File: src/rtl/sodor5_instr_sched.sv
// Random RV32I OP-IMM / load instruction source for the Sodor 5-stage imem response port.
// Runs a fixed instruction budget with load-use bubbles, drains with NOPs, then reports done.
module sodor5_instr_sched #(
   parameter logic [31:0] SEED       = 32'h0000009D,
   parameter int unsigned NUM_INSTR  = 64,
   parameter int unsigned DRAIN_NOPS = 8
) (
   input  logic        clk,
   input  logic        reset,
   input  logic        start,
   input  logic [1:0]  mode,
   input  logic [11:0] load_imm_mask,
   input  logic        imem_resp_ready,
   output logic        imem_resp_valid,
   output logic [31:0] imem_resp_bits_data,
   output logic        busy,
   output logic        done,
   output logic [15:0] issued_count
);

   // state   | meaning
   // S_IDLE  | NOP held, waiting for start
   // S_RUN   | issuing counted instructions and load-use bubbles
   // S_DRAIN | NOPs until the pipeline has flushed
   // S_DONE  | NOP held, done high, start relaunches without reseed
   typedef enum logic [1:0] {S_IDLE, S_RUN, S_DRAIN, S_DONE} state_t;

   localparam logic [31:0] NOP      = 32'h00000013;
   localparam logic [31:0] TAPS     = 32'h80200003;
   localparam logic [31:0] SEED_EFF = (SEED == 32'h0) ? 32'h1 : SEED;
   localparam logic [15:0] NUM_L    = 16'(NUM_INSTR);
   localparam logic [7:0]  DRAIN_L  = 8'(DRAIN_NOPS);
   localparam logic [6:0]  OP_LOAD  = 7'b0000011;

   state_t      state_q, state_d;
   logic [31:0] lfsr_q, lfsr_d;
   logic [31:0] data_q, data_d;
   logic        bubble_q, bubble_d;
   logic [4:0]  last_rd_q, last_rd_d;
   logic [15:0] cnt_q, cnt_d;
   logic [7:0]  drain_q, drain_d;
   logic [31:0] cand;
   logic        haz;

   function automatic logic [31:0] lfsr_step(input logic [31:0] l);
      return {1'b0, l[31:1]} ^ (l[0] ? TAPS : 32'h0);
   endfunction

   function automatic logic [31:0] gen_word(input logic [31:0] l, input logic [1:0] md,
                                            input logic [11:0] msk);
      logic [11:0] imm;
      logic        use_op;
      imm = l[11:0];
      if (l[19:17] == 3'd5)      imm = imm & 12'h41F;
      else if (l[19:17] == 3'd1) imm = imm & 12'h01F;
      use_op = (md == 2'b00) ? l[25] : (md == 2'b01);
      if (md == 2'b11)
         return NOP;
      else if (use_op)
         return {imm, l[16:12], l[19:17], l[24:20], 7'b0010011};
      else
         return {({l[31:27], l[6:0]} & msk), l[16:12], {l[26], 2'b00}, l[24:20], OP_LOAD};
   endfunction

   always_comb begin
      state_d   = state_q;
      lfsr_d    = lfsr_q;
      data_d    = data_q;
      bubble_d  = bubble_q;
      last_rd_d = last_rd_q;
      cnt_d     = cnt_q;
      drain_d   = drain_q;
      cand      = NOP;
      haz       = 1'b0;
      case (state_q)
         S_IDLE, S_DONE: begin
            if (imem_resp_ready) last_rd_d = '0;
            if (start) begin
               state_d  = S_RUN;
               cnt_d    = '0;
               drain_d  = '0;
               cand     = gen_word(lfsr_q, mode, load_imm_mask);
               haz      = (last_rd_d != 5'd0) && (cand[19:15] == last_rd_d);
               data_d   = haz ? NOP : cand;
               bubble_d = haz;
            end
         end
         S_RUN: begin
            if (imem_resp_ready) begin
               if (bubble_q) begin
                  // candidate was held back by the bubble; L did not step
                  last_rd_d = '0;
                  data_d    = gen_word(lfsr_q, mode, load_imm_mask);
                  bubble_d  = 1'b0;
               end else begin
                  cnt_d     = cnt_q + 16'd1;
                  lfsr_d    = lfsr_step(lfsr_q);
                  last_rd_d = (data_q[6:0] == OP_LOAD) ? data_q[11:7] : 5'd0;
                  if (cnt_d == NUM_L) begin
                     state_d  = S_DRAIN;
                     data_d   = NOP;
                     bubble_d = 1'b0;
                  end else begin
                     cand     = gen_word(lfsr_d, mode, load_imm_mask);
                     haz      = (last_rd_d != 5'd0) && (cand[19:15] == last_rd_d);
                     data_d   = haz ? NOP : cand;
                     bubble_d = haz;
                  end
               end
            end
         end
         S_DRAIN: begin
            if (imem_resp_ready) begin
               last_rd_d = '0;
               drain_d   = drain_q + 8'd1;
               if (drain_d == DRAIN_L) state_d = S_DONE;
            end
         end
         default: state_d = S_IDLE;
      endcase
   end

   always_ff @(posedge clk) begin
      if (reset) begin
         state_q   <= S_IDLE;
         lfsr_q    <= SEED_EFF;
         data_q    <= NOP;
         bubble_q  <= 1'b0;
         last_rd_q <= '0;
         cnt_q     <= '0;
         drain_q   <= '0;
      end else begin
         state_q   <= state_d;
         lfsr_q    <= lfsr_d;
         data_q    <= data_d;
         bubble_q  <= bubble_d;
         last_rd_q <= last_rd_d;
         cnt_q     <= cnt_d;
         drain_q   <= drain_d;
      end
   end

   assign imem_resp_valid     = 1'b1;
   assign imem_resp_bits_data = data_q;
   assign busy                = (state_q == S_RUN) || (state_q == S_DRAIN);
   assign done                = (state_q == S_DONE);
   assign issued_count        = cnt_q;

endmodule

File: config.mk
export PLATFORM = sky130hd
export DESIGN_NAME = sodor5_instr_sched
export DESIGN_NICKNAME = d
export VERILOG_FILES = /design/src/rtl/sodor5_instr_sched.sv
export SDC_FILE = /design/constraint.sdc
export NUM_CORES = 1
export LEC_CHECK = 0
export CAP_MARGIN = 20
export CORE_ASPECT_RATIO = 0.6
export CORE_UTILIZATION = 50
export CTS_CLUSTER_DIAMETER = 30
export DETAILED_ROUTE_END_ITERATION = 10
export PLACE_DENSITY = 0.79
export SETUP_SLACK_MARGIN = 0.1
export SKIP_CTS_REPAIR_TIMING = 1
export SYNTH_ARGS = -nofsm -noshare
export SYNTH_HDL_FRONTEND = slang
export SYNTH_SLANG_ARGS = --single-unit
export TNS_END_PERCENT = 5
File: constraint.sdc
create_clock -name clk -period 2.2 [get_ports clk]
set_input_delay 0.44 -clock clk [delete_from_list [all_inputs] [get_ports clk]]
set_output_delay 0.44 -clock clk [all_outputs]
set_load 0.05 [all_outputs]
-- Yosys cells after proc, flatten, opt, wreduce, memory -nomap -nowiden
Cells that the tools add are included.
- flip-flop bits (word level): 96
- latch bits: 0
- bits in writable memories: 0
- bits in read-only memories: 0
- input bits: 18
- word-level logic and storage cells: 97
- memories kept: 0
- add/subtract/negate cells: 2
- multiply operators: 0
- divide/modulo/power cells: 0
- $lt $le $gt $ge: 0
- equality and inequality tests: 20
- shift-type cells: 0
- mux-type cells: 49
- bitwise gates (word level): 4
- reductions and logical operators: 15
- operators by type and width (kind ; number):
    32-bit two-way mux ; 17
    32-bit case mux with 2 select lines ; 1
    12-bit two-way mux ; 4
    16-bit two-way mux ; 3
    16-bit case mux with 2 select lines ; 1
    31-bit by 32-bit XOR with 32-bit output ; 1
    5-bit two-way mux ; 5
    12-bit AND ; 2
    16-bit by 1-bit adder with 16-bit output (second input constant) ; 1
    16-bit by 7-bit equality test with 1-bit output (second input constant) ; 1
    8-bit two-way mux ; 2
    8-bit case mux with 2 select lines ; 1
    5-bit case mux with 3 select lines ; 1
    2-bit two-way mux ; 6
    2-bit inequality test (second input constant) ; 6
    5-bit equality test ; 2
    5-bit nonzero test ; 2
    3-bit AND reduction ; 3
    8-bit by 1-bit adder with 8-bit output (second input constant) ; 1
    8-bit by 4-bit equality test with 1-bit output (second input constant) ; 1
    7-bit by 2-bit equality test with 1-bit output (second input constant) ; 1
    2-bit equality test (second input constant) ; 3
    3-bit by 1-bit equality test with 1-bit output (second input constant) ; 2
    3-bit equality test (second input constant) ; 2
    other kinds (12) ; 21

-- Longest topological paths before layout
- depth in word-level cells: 18
- depth in mapped cells: 11

-- Worst setup path before layout
No wires, ideal clock.
- path type: reg-to-reg
- from: register cnt_q[0], in the netlist issued_count[0]
- to: register state_q[0]
- library setup time: 0.123 ns
- arrival: 2.679 ns
- data required time: 2.077 ns
- setup slack: -0.602 ns
- cell stages (with the launch flop): 9
- buffers on the path: 0
- period minus slack after synthesis: 2.802 ns
- cells stage by stage: dfxtp_1 > ha_1 > and3_2 > nand2_1 > o32a_1 > or3_1 > o31ai_1 > nand4_1 > mux2_1
- cells in the longest elaborated chain, start to end: 4
- ends and longest elaborated chain (item ; RTL line ; source):
    start, declared ; 40 ; logic [15:0] cnt_q, cnt_d;
    start signal, assigned ; 138 ; cnt_q <= cnt_d;
    16-bit by 1-bit adder with 16-bit output ; 96 ; cnt_d = cnt_q + 16'd1;
    16-bit by 7-bit equality test with 1-bit output ; 99 ; if (cnt_d == NUM_L) begin
    2-bit inequality test (no source line) ; -- ;
    6-bit AND reduction (no source line) ; -- ;
    end signal, assigned ; 133 ; state_q <= state_d;
    end, declared ; 35 ; state_t state_q, state_d;
No other way between the ends.
A chain may end at the register's enable or synchronous reset.

-- Worst setup path after layout
- from: register cnt_q[0], in the netlist issued_count[0]
- to: register state_q[1]
Same word-level chain as after synthesis.

==> results.yml <==
run_status:
  status: "finished, violations left"
  violations: "setup timing"
job:
  cap_violations: 0
cells_and_area:
  finalNetCount: 790
  drive_gt1_frac: 0.222
  post-route-util: 0.721
  fill_cells: 731
  final_cell_area_sq_mm: 0.00670
  area_growth_pct: 38.6
  antenna_cells: 0
  multi_input_area_sq_mm: 0.00292
  final_cells: 901
  regArea_sq_mm: 0.00185
critical_path:
  critPathLaunchType: "flop"
  timing.rr.end: "state_q[1]$_SDFFE_PP0P_"
  crit_required_ns: 2.43
  crit_arrival_ns: 2.66
  endpoint_kind: "flop"
  r2r-start: "issued_count[0]$_SDFFE_PP0P_"
  cp_max_fo: 5
  r2r_slack_ns: -0.23
  crit_type: "reg2reg"
  ff2ff_path_depth: 9
yosys:
  ys_ff_latch: 90
  ys_top_cells_by_count: "nand2_1, dfxtp_1, nor2_1"
  synth_compound_area_frac: 0.248
  synth_top_area_frac: 0.373
  synth.cell_area_sq_mm: 0.00484
  synthMuxAreaShare: 0.00673
  ys.flop_type: "dfxtp_1"
  synthXorXnorAreaFrac: 0.0217
  synth_top_family_by_area: "simple AND/OR/NAND/NOR gates"
  ys_types: 65
  synth_area_leaders: "dfxtp_1, nand2_1, a21oi_1, nor2_1, o21ai_0"
  yosysMostFrequentCell: "nand2_1"
  ys_seq_area_frac: 0.373
  synth_cells: 638
  postSynthAreaPerCell_sq_um: 7.58
  ys_warn_count: 0
  synth_area_leader_cell: "dfxtp_1"
  synth-edff-count: 0
  async_flop_share: 0
  synth_adder_area_share: 0.0155
  synthSimpleGateAreaFrac: 0.273
place:
  gp_congestion: 0.914
  place_area_sq_mm: 0.00620
  dp.cells: 881
  place_hpwl_um: 12000
  post-place-ws_ns: -0.514
  portBuffers: 61
clock_network:
  h-tree-depth: 3
  clk_latency_ns: 0.34
  clk_path_buf_depth: 2
  cts_sinks: 90
  clk_pin_slew_ns: 0.07
  cts-root-buf: "clkbuf_16"
  numCtsBuffers: 9
  cts_tree: "built"
power:
  p_leak_nw: 2.83
  total_power_mw: 7.36
  powerDensity_mw_per_mm2: 1100
  ir_drop_mv: 0.767
floorplan:
  die_area_sq_mm: 0.0101
  ioPinCount: 69
  start_util: 0.521
  die_x_um: 129
  num_rows: 27
  coreArea_sq_mm: 0.00929
  fp.dieH_um: 78.2
drt:
  drtAntennaViolNets: 0
  drc: 0
  via_count: 5509
  wl_per_cell_um: 18.0
  routed_wl_um: 16200
  via_per_inst: 6.11
  firstDrtPassIters: 7
  initialDrtViolationCount: 606
timing:
  final.setup.worst_slack_ns: -0.230
  whs_ns: 0.492
  slew_headroom: 0.550
  rsz0062_at_grt: "yes"
  tightest_slew_ns: 0.669
  max_freq_ghz: 0.411
  layout_min_cycle_time_ns: 2.43
  hold_viol: 0
  setup_violations: 28
  period_share: 1.10
  fin_skew_ns: 0.00878
  tns_ns: -2.58
  drv_slew: 0
grt:
  grt_usage: 0.324
  antenna_found_initial: 0
  grt_start_max_net_pins: 38
  grt_pass1_vias: 4813
  grt_pass1_wl_um: 25200
  grt.overflow.total: 0
min_path:
  hp-start: "lfsr_q[6]$_SDFFE_PP0P_"
  min_path_type: "reg2reg"
  hold_end: "lfsr_q[6]$_SDFFE_PP0P_"
  whs_path_depth: 2
## power breakdown
group / switching (mW) / total (mW) / internal, mW
clock: 0.658 / 1.54 / 0.883
sequential: 0.259 / 2.12 / 1.86
combinational: 2.33 / 3.71 / 1.38
total: 3.24 / 7.36 / 4.12
## critical path, cell delays in order (launching register included)
cell,delay (ns)
dfxtp_4,0.39
ha_4,0.17
and3_4,0.22
nand2_4,0.05
o32a_1,0.30
or3_4,0.35
o31ai_4,0.17
buf_4,0.14
nand4_1,0.17
mux2_4,0.35
## sequential cells by signal, summed over array words and instances (netlist names)
register / cells
state_q: 2
bubble_q: 1
last_rd_q: 5
lfsr_q: 32
issued_count: 16
drain_q: 8
imem_resp_bits_data: 26
## layout make-up
cell class                 instances  share of cell area
multi-input combinational        494               0.436
sequential                        90               0.275
timing repair buffer             164               0.217
clock buffer                      10              0.0342
tap                              130              0.0243
clock inverter                     6             0.00971
inverter                           7             0.00392
## logic make-up (layout without fill, tap and decap cells)
kind of cell / Yosys count / in the layout
DFF: 90 / 90
AOI/OAI and AO/OA: 183 / 183
xor gates and xnor gates: 12 / 12
and+or+nand+nor: 283 / 283
muxes: 3 / 3
buffers and inverters: 59 / 187
other: 2 / 7
adders and majority gates: 6 / 6
## layer usage
metal,vias up,wire length (um),GRT usage
li1,2571,-,-
met1,2615,7600,0.478
met2,299,6700,0.454
met3,24,1790,0.0961
met4,0,152,0.0812
met5,-,0,0
## cells in the final DEF (no fill, tap or decap), types with 9 or more instances in the layout
master,Yosys,final
a21oi_1,60,59
a311oi_1,11,11
a31oi_1,14,13
a32oi_1,9,9
buf_4,7,101
clkbuf_16,0,9
clkdlybuf4s50_1,0,40
dfxtp_1,90,75
dfxtp_4,0,10
dlymetal6s2s_1,0,18
nand2_1,103,99
nand3_1,23,23
nor2_1,80,78
nor3_1,20,19
o21ai_0,30,29
## worst max-delay path by stage
| stage | from | endpoint | slack, ns |
|---|---|---|---|
| floorplan | issued_count[3]$_SDFFE_PP0P_ | state_q[0]$_SDFFE_PP0P_ | -0.15 |
| global placement | mode[1] | imem_resp_bits_data[26]$_SDFFE_PP0P_ | -0.44 |
| detailed placement | imem_resp_ready | imem_resp_bits_data[26]$_SDFFE_PP0P_ | -0.51 |
| CTS | issued_count[0]$_SDFFE_PP0P_ | imem_resp_bits_data[23]$_SDFFE_PP0P_ | -0.37 |
| global route | issued_count[0]$_SDFFE_PP0P_ | imem_resp_bits_data[8]$_SDFFE_PP0P_ | -0.32 |
| finish | issued_count[0]$_SDFFE_PP0P_ | state_q[1]$_SDFFE_PP0P_ | -0.23 |
Note: power is estimated with default switching activity, not from simulation.
